[src/rtl/mstr_stream_tx.sv]
// mstr_stream_tx: drains processed BMP words from the output FIFO onto a valid/ready master stream,
// sizing the transfer from the BMP header. MSTR_TX_TIMEOUT_EN builds the FIFO-starvation abort.
module mstr_stream_tx #(
  parameter int unsigned D_WIDTH        = 32,
  parameter int unsigned HEADER_SIZE    = 14,
  parameter int unsigned TIMEOUT_CYCLES = 1024
) (
  input  logic               clk,
  input  logic               rst,
  input  logic               fifo_empty,
  output logic               fifo_rd,
  input  logic [D_WIDTH-1:0] fifo_data,
  output logic [D_WIDTH-1:0] mstr_data,
  output logic               mstr_valid,
  input  logic               mstr_ready,
  output logic               mstr_last,
  output logic               mstr_data_cmplt,
  output logic               size_err,
  output logic               timeout_err
);

  localparam int unsigned HDR_BEATS = (D_WIDTH == 64) ? 1 : 2;
  localparam int unsigned CNT_W     = 32;

  localparam logic [1:0] S_IDLE  = 2'd0;
  localparam logic [1:0] S_XFER  = 2'd1;
  localparam logic [1:0] S_DRAIN = 2'd2;
  localparam logic [1:0] S_DONE  = 2'd3;

  logic [1:0]         state, state_nxt;
  logic [D_WIDTH-1:0] buf_head, buf_tail;
  logic [1:0]         buf_cnt;
  logic               inflight;
  logic [CNT_W-1:0]   reqd, sent, total;
  logic               size_known, got_first;
  logic               size_err_q, timeout_err_q, cmplt_q;

  logic               pop, start, decode_now, timeout_hit, last_pop;
  logic [CNT_W-1:0]   limit;
  logic [2:0]         occ;
  logic [31:0]        hdr_size;
  logic [CNT_W-1:0]   lanes, lanes_eff, total_new;
  logic               lanes_short;

  assign pop   = mstr_valid && mstr_ready;
  assign start = (state == S_IDLE) && !fifo_empty;
  assign limit = size_known ? total : CNT_W'(HDR_BEATS);
  assign occ   = 3'(buf_cnt) + 3'(inflight) - 3'(pop);

  // Never request more than the 2-entry buffer can hold once in-flight data lands.
  assign fifo_rd = (state == S_XFER) && !fifo_empty && (reqd < limit) && (occ < 3'd2) && !timeout_hit;

  // Size field is bytes 2..5; in 32-bit mode the low half arrives one beat earlier.
  if (D_WIDTH == 64) begin : g_hdr64
    assign hdr_size = {fifo_data[47:32], fifo_data[31:16]};
  end else begin : g_hdr32
    logic [15:0] w0_hi;
    always_ff @(posedge clk) begin
      if (rst)
        w0_hi <= '0;
      else if (inflight && !size_known && !got_first)
        w0_hi <= fifo_data[31:16];
    end
    assign hdr_size = {fifo_data[15:0], w0_hi};
  end

  assign lanes       = CNT_W'(hdr_size[31:2]) + CNT_W'(|hdr_size[1:0]);
  assign lanes_short = lanes < CNT_W'(HEADER_SIZE);
  assign lanes_eff   = lanes_short ? CNT_W'(HEADER_SIZE) : lanes;
  assign total_new   = (D_WIDTH == 64) ? ((lanes_eff + CNT_W'(1)) >> 1) : lanes_eff;
  assign decode_now  = inflight && !size_known && ((D_WIDTH == 64) || got_first);

`ifdef MSTR_TX_TIMEOUT_EN
  logic [CNT_W-1:0] starve_cnt;
  always_ff @(posedge clk) begin
    if (rst || (state != S_XFER) || fifo_rd)
      starve_cnt <= '0;
    else if (fifo_empty && (reqd < limit))
      starve_cnt <= starve_cnt + CNT_W'(1);
  end
  assign timeout_hit = (state == S_XFER) && (starve_cnt >= CNT_W'(TIMEOUT_CYCLES));
`else
  assign timeout_hit = 1'b0;
`endif

  assign mstr_valid      = (buf_cnt != 2'd0);
  assign mstr_data       = buf_head;
  assign mstr_last       = mstr_valid && (sent == total - CNT_W'(1));
  assign last_pop        = pop && mstr_last;
  assign mstr_data_cmplt = cmplt_q;
  assign size_err        = size_err_q;
`ifdef MSTR_TX_TIMEOUT_EN
  assign timeout_err     = timeout_err_q;
`else
  assign timeout_err     = 1'b0;
`endif

  // Next-state decode
  always_comb begin
    state_nxt = state;
    case (state)
      S_IDLE:  if (!fifo_empty) state_nxt = S_XFER;
      S_XFER: begin
        if (timeout_hit)
          state_nxt = S_DONE;
        else if (size_known && (reqd == total))
          state_nxt = S_DRAIN;
      end
      S_DRAIN: if (last_pop) state_nxt = S_DONE;
      S_DONE:  state_nxt = S_IDLE;
      default: state_nxt = S_IDLE;
    endcase
  end

  always_ff @(posedge clk) begin
    if (rst) begin
      state   <= S_IDLE;
      cmplt_q <= 1'b0;
    end else begin
      state   <= state_nxt;
      cmplt_q <= (state_nxt == S_DONE);
    end
  end

  // Transfer bookkeeping: request/send counters and header decode
  always_ff @(posedge clk) begin
    if (rst) begin
      inflight      <= 1'b0;
      reqd          <= '0;
      sent          <= '0;
      total         <= '0;
      size_known    <= 1'b0;
      got_first     <= 1'b0;
      size_err_q    <= 1'b0;
      timeout_err_q <= 1'b0;
    end else begin
      inflight <= fifo_rd;
      if (start) begin
        reqd          <= '0;
        sent          <= '0;
        total         <= '0;
        size_known    <= 1'b0;
        got_first     <= 1'b0;
        size_err_q    <= 1'b0;
        timeout_err_q <= 1'b0;
      end else begin
        if (fifo_rd) reqd <= reqd + CNT_W'(1);
        if (pop)     sent <= sent + CNT_W'(1);
        if (decode_now) begin
          total      <= total_new;
          size_known <= 1'b1;
          size_err_q <= lanes_short;
        end else if (inflight && !size_known) begin
          got_first  <= 1'b1;
        end
        if (timeout_hit) timeout_err_q <= 1'b1;
      end
    end
  end

  // Two-entry output buffer; head drives the stream directly
  always_ff @(posedge clk) begin
    if (rst) begin
      buf_head <= '0;
      buf_tail <= '0;
      buf_cnt  <= '0;
    end else if (timeout_hit) begin
      buf_cnt  <= '0;
    end else begin
      case ({inflight, pop})
        2'b01: begin
          buf_head <= buf_tail;
          buf_cnt  <= buf_cnt - 2'd1;
        end
        2'b10: begin
          if (buf_cnt == 2'd0) buf_head <= fifo_data;
          else                 buf_tail <= fifo_data;
          buf_cnt <= buf_cnt + 2'd1;
        end
        2'b11: begin
          if (buf_cnt == 2'd1) begin
            buf_head <= fifo_data;
          end else begin
            buf_head <= buf_tail;
            buf_tail <= fifo_data;
          end
        end
        default: ;
      endcase
    end
  end

endmodule

[config.mk]
export PLATFORM = sky130hd
export DESIGN_NAME = mstr_stream_tx
export DESIGN_NICKNAME = d
export VERILOG_FILES = /design/src/rtl/mstr_stream_tx.sv
export SDC_FILE = /design/constraint.sdc
export NUM_CORES = 1
export LEC_CHECK = 0
export BUFFER_PORTS_ARGS = -buffer_cell sky130_fd_sc_hd__buf_2
export CORE_ASPECT_RATIO = 0.6
export CORE_MARGIN = 4
export CORE_UTILIZATION = 45
export DETAILED_ROUTE_END_ITERATION = 8
export GPL_TIMING_DRIVEN = 0
export PLACE_DENSITY = 0.62
export SLEW_MARGIN = 20
export SYNTH_ARGS = -nofsm -noshare
export SYNTH_HDL_FRONTEND = slang
export SYNTH_SLANG_ARGS = --single-unit
[constraint.sdc]
create_clock -name clk -period 4.1 [get_ports clk]
set_clock_uncertainty 0.1 [all_clocks]
set_input_delay 0.82 -clock clk [delete_from_list [all_inputs] [get_ports clk]]
set_output_delay 0.82 -clock clk [all_outputs]
set_load 0.005 [all_outputs]
==> impl_metrics.json <==
{
  "area_delta_synth_final_pct": 17.4,
  "multi_input_area_um2": 6570,
  "antenna_found_initial": 0,
  "grt_pass1_wl_um": 53700,
  "syn-instance-count": 1337,
  "setup_slack_ns": -0.187,
  "relSlewSlack_pct": 24.5,
  "cts_buffers": 17,
  "clk_latency_ns": 0.45,
  "max_clock_freq_ghz": 0.233,
  "coreArea_um2": 23000,
  "clock_path_buffers": 2,
  "ys_seq_elements": 184,
  "place_inst": 1715,
  "r2r-start": "buf_cnt[0]$_SDFFE_PP0N_",
  "synth-xor-area-share_pct": 11.7,
  "cts_hold_buf": 0,
  "r2r_setup_slack_ns": 0.17,
  "cp_top_family": "adder cells",
  "wl_met1_um": 17400,
  "final-seq-area_um2": 3740,
  "ys_seq_area_share_pct": 35.0,
  "yosys.area_share.simple_pct": 25.4,
  "dr_wl_met3_um": 4400,
  "yosysWarnings": 0,
  "n_antenna_cell": 0,
  "avgRoutedWirePerCell_um": 19.7,
  "critPathMaxFanout": 4,
  "cpPeakStageDelay_ns": 0.53,
  "whs_endpoint": "buf_tail[6]$_SDFFE_PP0P_",
  "r2r_end": "reqd[3]$_SDFFE_PP0P_",
  "hp-class": "register to register",
  "rows": 43,
  "synth_top_area_cell": "dfxtp_1",
  "dp.final_hpwl_um": 26200,
  "fp.dieH_um": 126,
  "htreeDepth": 4,
  "cts.sinks": 184,
  "hold_violations": 0,
  "dieArea_um2": 26000,
  "ys_types": 69,
  "power.density_nw_per_um2": 427,
  "critPathKind": "register to output port",
  "rsz0062_at_grt": "yes",
  "ioPinCount": 74,
  "synth_common_cells": "nand2_1, dfxtp_1, nor2_1",
  "critPathLaunchType": "register",
  "grt_pass1_vias": 9218,
  "final_area_um2": 12300,
  "place_area_um2": 11200,
  "ir_drop_v": 0.000281,
  "drv_slew": 0,
  "synthMuxAreaShare_pct": 0.500,
  "postRouteAntennaNets": 0,
  "top_layer": "met4",
  "grt-ovfl-total": 0,
  "power_leakage_nw": 4.54,
  "stdcell_count": 1765,
  "end_kind": "output port",
  "finish.net_count": 1514,
  "first_iter_violations": 1035,
  "start_util_pct": 45.7,
  "slowest_stage": "fa_1",
  "worst_pin_slew_ns": 1.12,
  "fill_cells": 2279,
  "route.met2.wl_um": 12600,
  "dpl_worst_slack_ns": -1.22,
  "die_width_um": 205,
  "synth_compound_area_share_pct": 17.6,
  "finalCritPeriodShare_pct": 105,
  "first_pass_iters": 6,
  "fin_crit_ns": 4.29,
  "yosys.area.top_type_share_pct": 35.0,
  "hp-start": "buf_tail[6]$_SDFFE_PP0P_",
  "globalplace.congestion": 0.963,
  "synth_most_common_cell": "nand2_1",
  "vias_per_cell": 5.89,
  "drv_cap": 0,
  "reg2reg_depth": 17,
  "synth_top_family_by_area": "simple AND/OR/NAND/NOR gates",
  "cts-root-buf": "clkbuf_16",
  "synth_fp_nets": 1414,
  "clkTransAtPathRegs_ns": 0.07,
  "post-route-drc-count": 0,
  "routed_wl_um": 34800,
  "synth_adder_area_share_pct": 4.95,
  "run_status": "finished, violations left",
  "min_path_cells": 2,
  "groute.usage.overall_pct": 26.6,
  "finalSetupViolCount": 1,
  "ys.flop_type": "dfxtp_1",
  "via_count": 10393,
  "synth_edf_count": 0,
  "avgSynthCellArea_um2": 7.87,
  "async_reset_ff_share_pct": 0,
  "violations": "negative setup slack",
  "worstPathArrival_ns": 3.37,
  "crit_chain": "inv_2 > ha_4 > clkinvlp_4 > nand2_8 > clkinvlp_4 > ha_4 > nand2b_4 > fa_1 > inv_2 > a2111oi_4 > o211ai_1 > a21oi_2 > nand2b_4 > inv_4 > buf_6",
  "numPortBuffers": 63,
  "synthTopCellsByArea": "dfxtp_1, nand2_1, xor2_1, xnor2_1, a21oi_1",
  "cts_tree": "done",
  "grt_max_degree": 17,
  "required_ns": 3.18,
  "drive_above_1_share_pct": 14.1,
  "path_buf_inv": 6,
  "syn_area_um2": 10500
}
timing repair:
item | in CTS | in global routing
endpoints found under the hold margin | 0 | 0
resized for setup | 62 | 36
setup endpoints to repair | 39 | 27
pin swaps | 13 | 18
setup buffers | 19 | 16
cells in the final DEF (no fill, tap or decap), types with 19 or more instances in the layout:
cell / Yosys / layout
nand2_1: 191 / 189
dfxtp_1: 184 / 164
nor2_1: 131 / 130
a21oi_1: 100 / 99
clkbuf_1: 93 / 79
xor2_1: 72 / 72
xnor2_1: 68 / 67
buf_2: 2 / 63
a211oi_1: 53 / 53
ha_1: 40 / 37
buf_4: 2 / 36
nand3_1: 35 / 34
nand4_1: 33 / 33
a22oi_1: 32 / 32
nor3_1: 28 / 28
o21ai_0: 24 / 24
o31ai_1: 20 / 20
or3_1: 24 / 20
and3_1: 20 / 19
power breakdown:
group | internal [W] | leakage, nW | total, W | switching, W
logic | 0.000556 | 2.74 | 0.00141 | 0.000851
registers | 0.00198 | 1.50 | 0.00210 | 0.000118
clock network | 0.00101 | 0.300 | 0.00176 | 0.000750
flip-flops by register name, summed over array words and instances, names as in the netlist:
register,count
mstr_data,32
size_known,1
inflight,1
g_hdr32.w0_hi,16
total,31
got_first,1
state,2
sent,32
reqd,32
mstr_data_cmplt,1
buf_tail,32
buf_cnt,2
size_err,1
worst max path at each step:
stage	slack, ns	to	from	cells after the start
finish	-0.19	fifo_rd	buf_cnt[0]$_SDFFE_PP0N_	15
global route	-0.27	fifo_rd	buf_cnt[0]$_SDFFE_PP0N_	15
CTS	-0.23	fifo_rd	buf_cnt[1]$_SDFFE_PP0N_	15
detailed placement	-1.22	reqd[3]$_SDFFE_PP0P_	buf_cnt[1]$_SDFFE_PP0N_	17
global placement	-1.21	reqd[3]$_SDFFE_PP0P_	buf_cnt[1]$_SDFFE_PP0N_	17
floorplan	0.16	fifo_rd	mstr_ready	11
cells by family after synthesis:
family	after synthesis
simple gates	552
compound gates	285
flops	184
xor+xnor	140
buf+inv	129
fa+ha+maj	41
mux	5
other cells	1
tightest hold or removal path, cell delays in order, from the launching register on:
cell and delay [ns]:
dfxtp_1 0.31, nand2_1 0.05, a21oi_1 0.05
per-stage QoR:
stage,total power (W),hold WS [ns],util [%],TNS (ns)
global placement,0.00329,0.337,48.8,-34.25
floorplan,0.00284,0.331,-,0
CTS,0.00520,0.359,52.8,-0.257
global route,0.00552,0.374,53.6,-0.273
detailed placement,0.00330,0.349,48.8,-34.72
finish,0.00527,0.355,53.6,-0.187
metal layers:
layer  up-vias  track usage [%]
met1      4994             42.4
met3        37             9.45
met4         0             5.67
li1       4941                -
met5         -                0
met2       421             33.5
cell type report:
class                      count  share of cell area (%)
clock buffer                  21                    3.81
sequential                   184                    30.3
timing repair buffer          98                    4.73
tap                          315                    3.19
multi-input combinational   1024                    53.2
clock inverter                11                    1.16
inverter                      25                   0.861
buffer                        87                    2.84
Note: power is estimated with default switching activity, not from simulation.
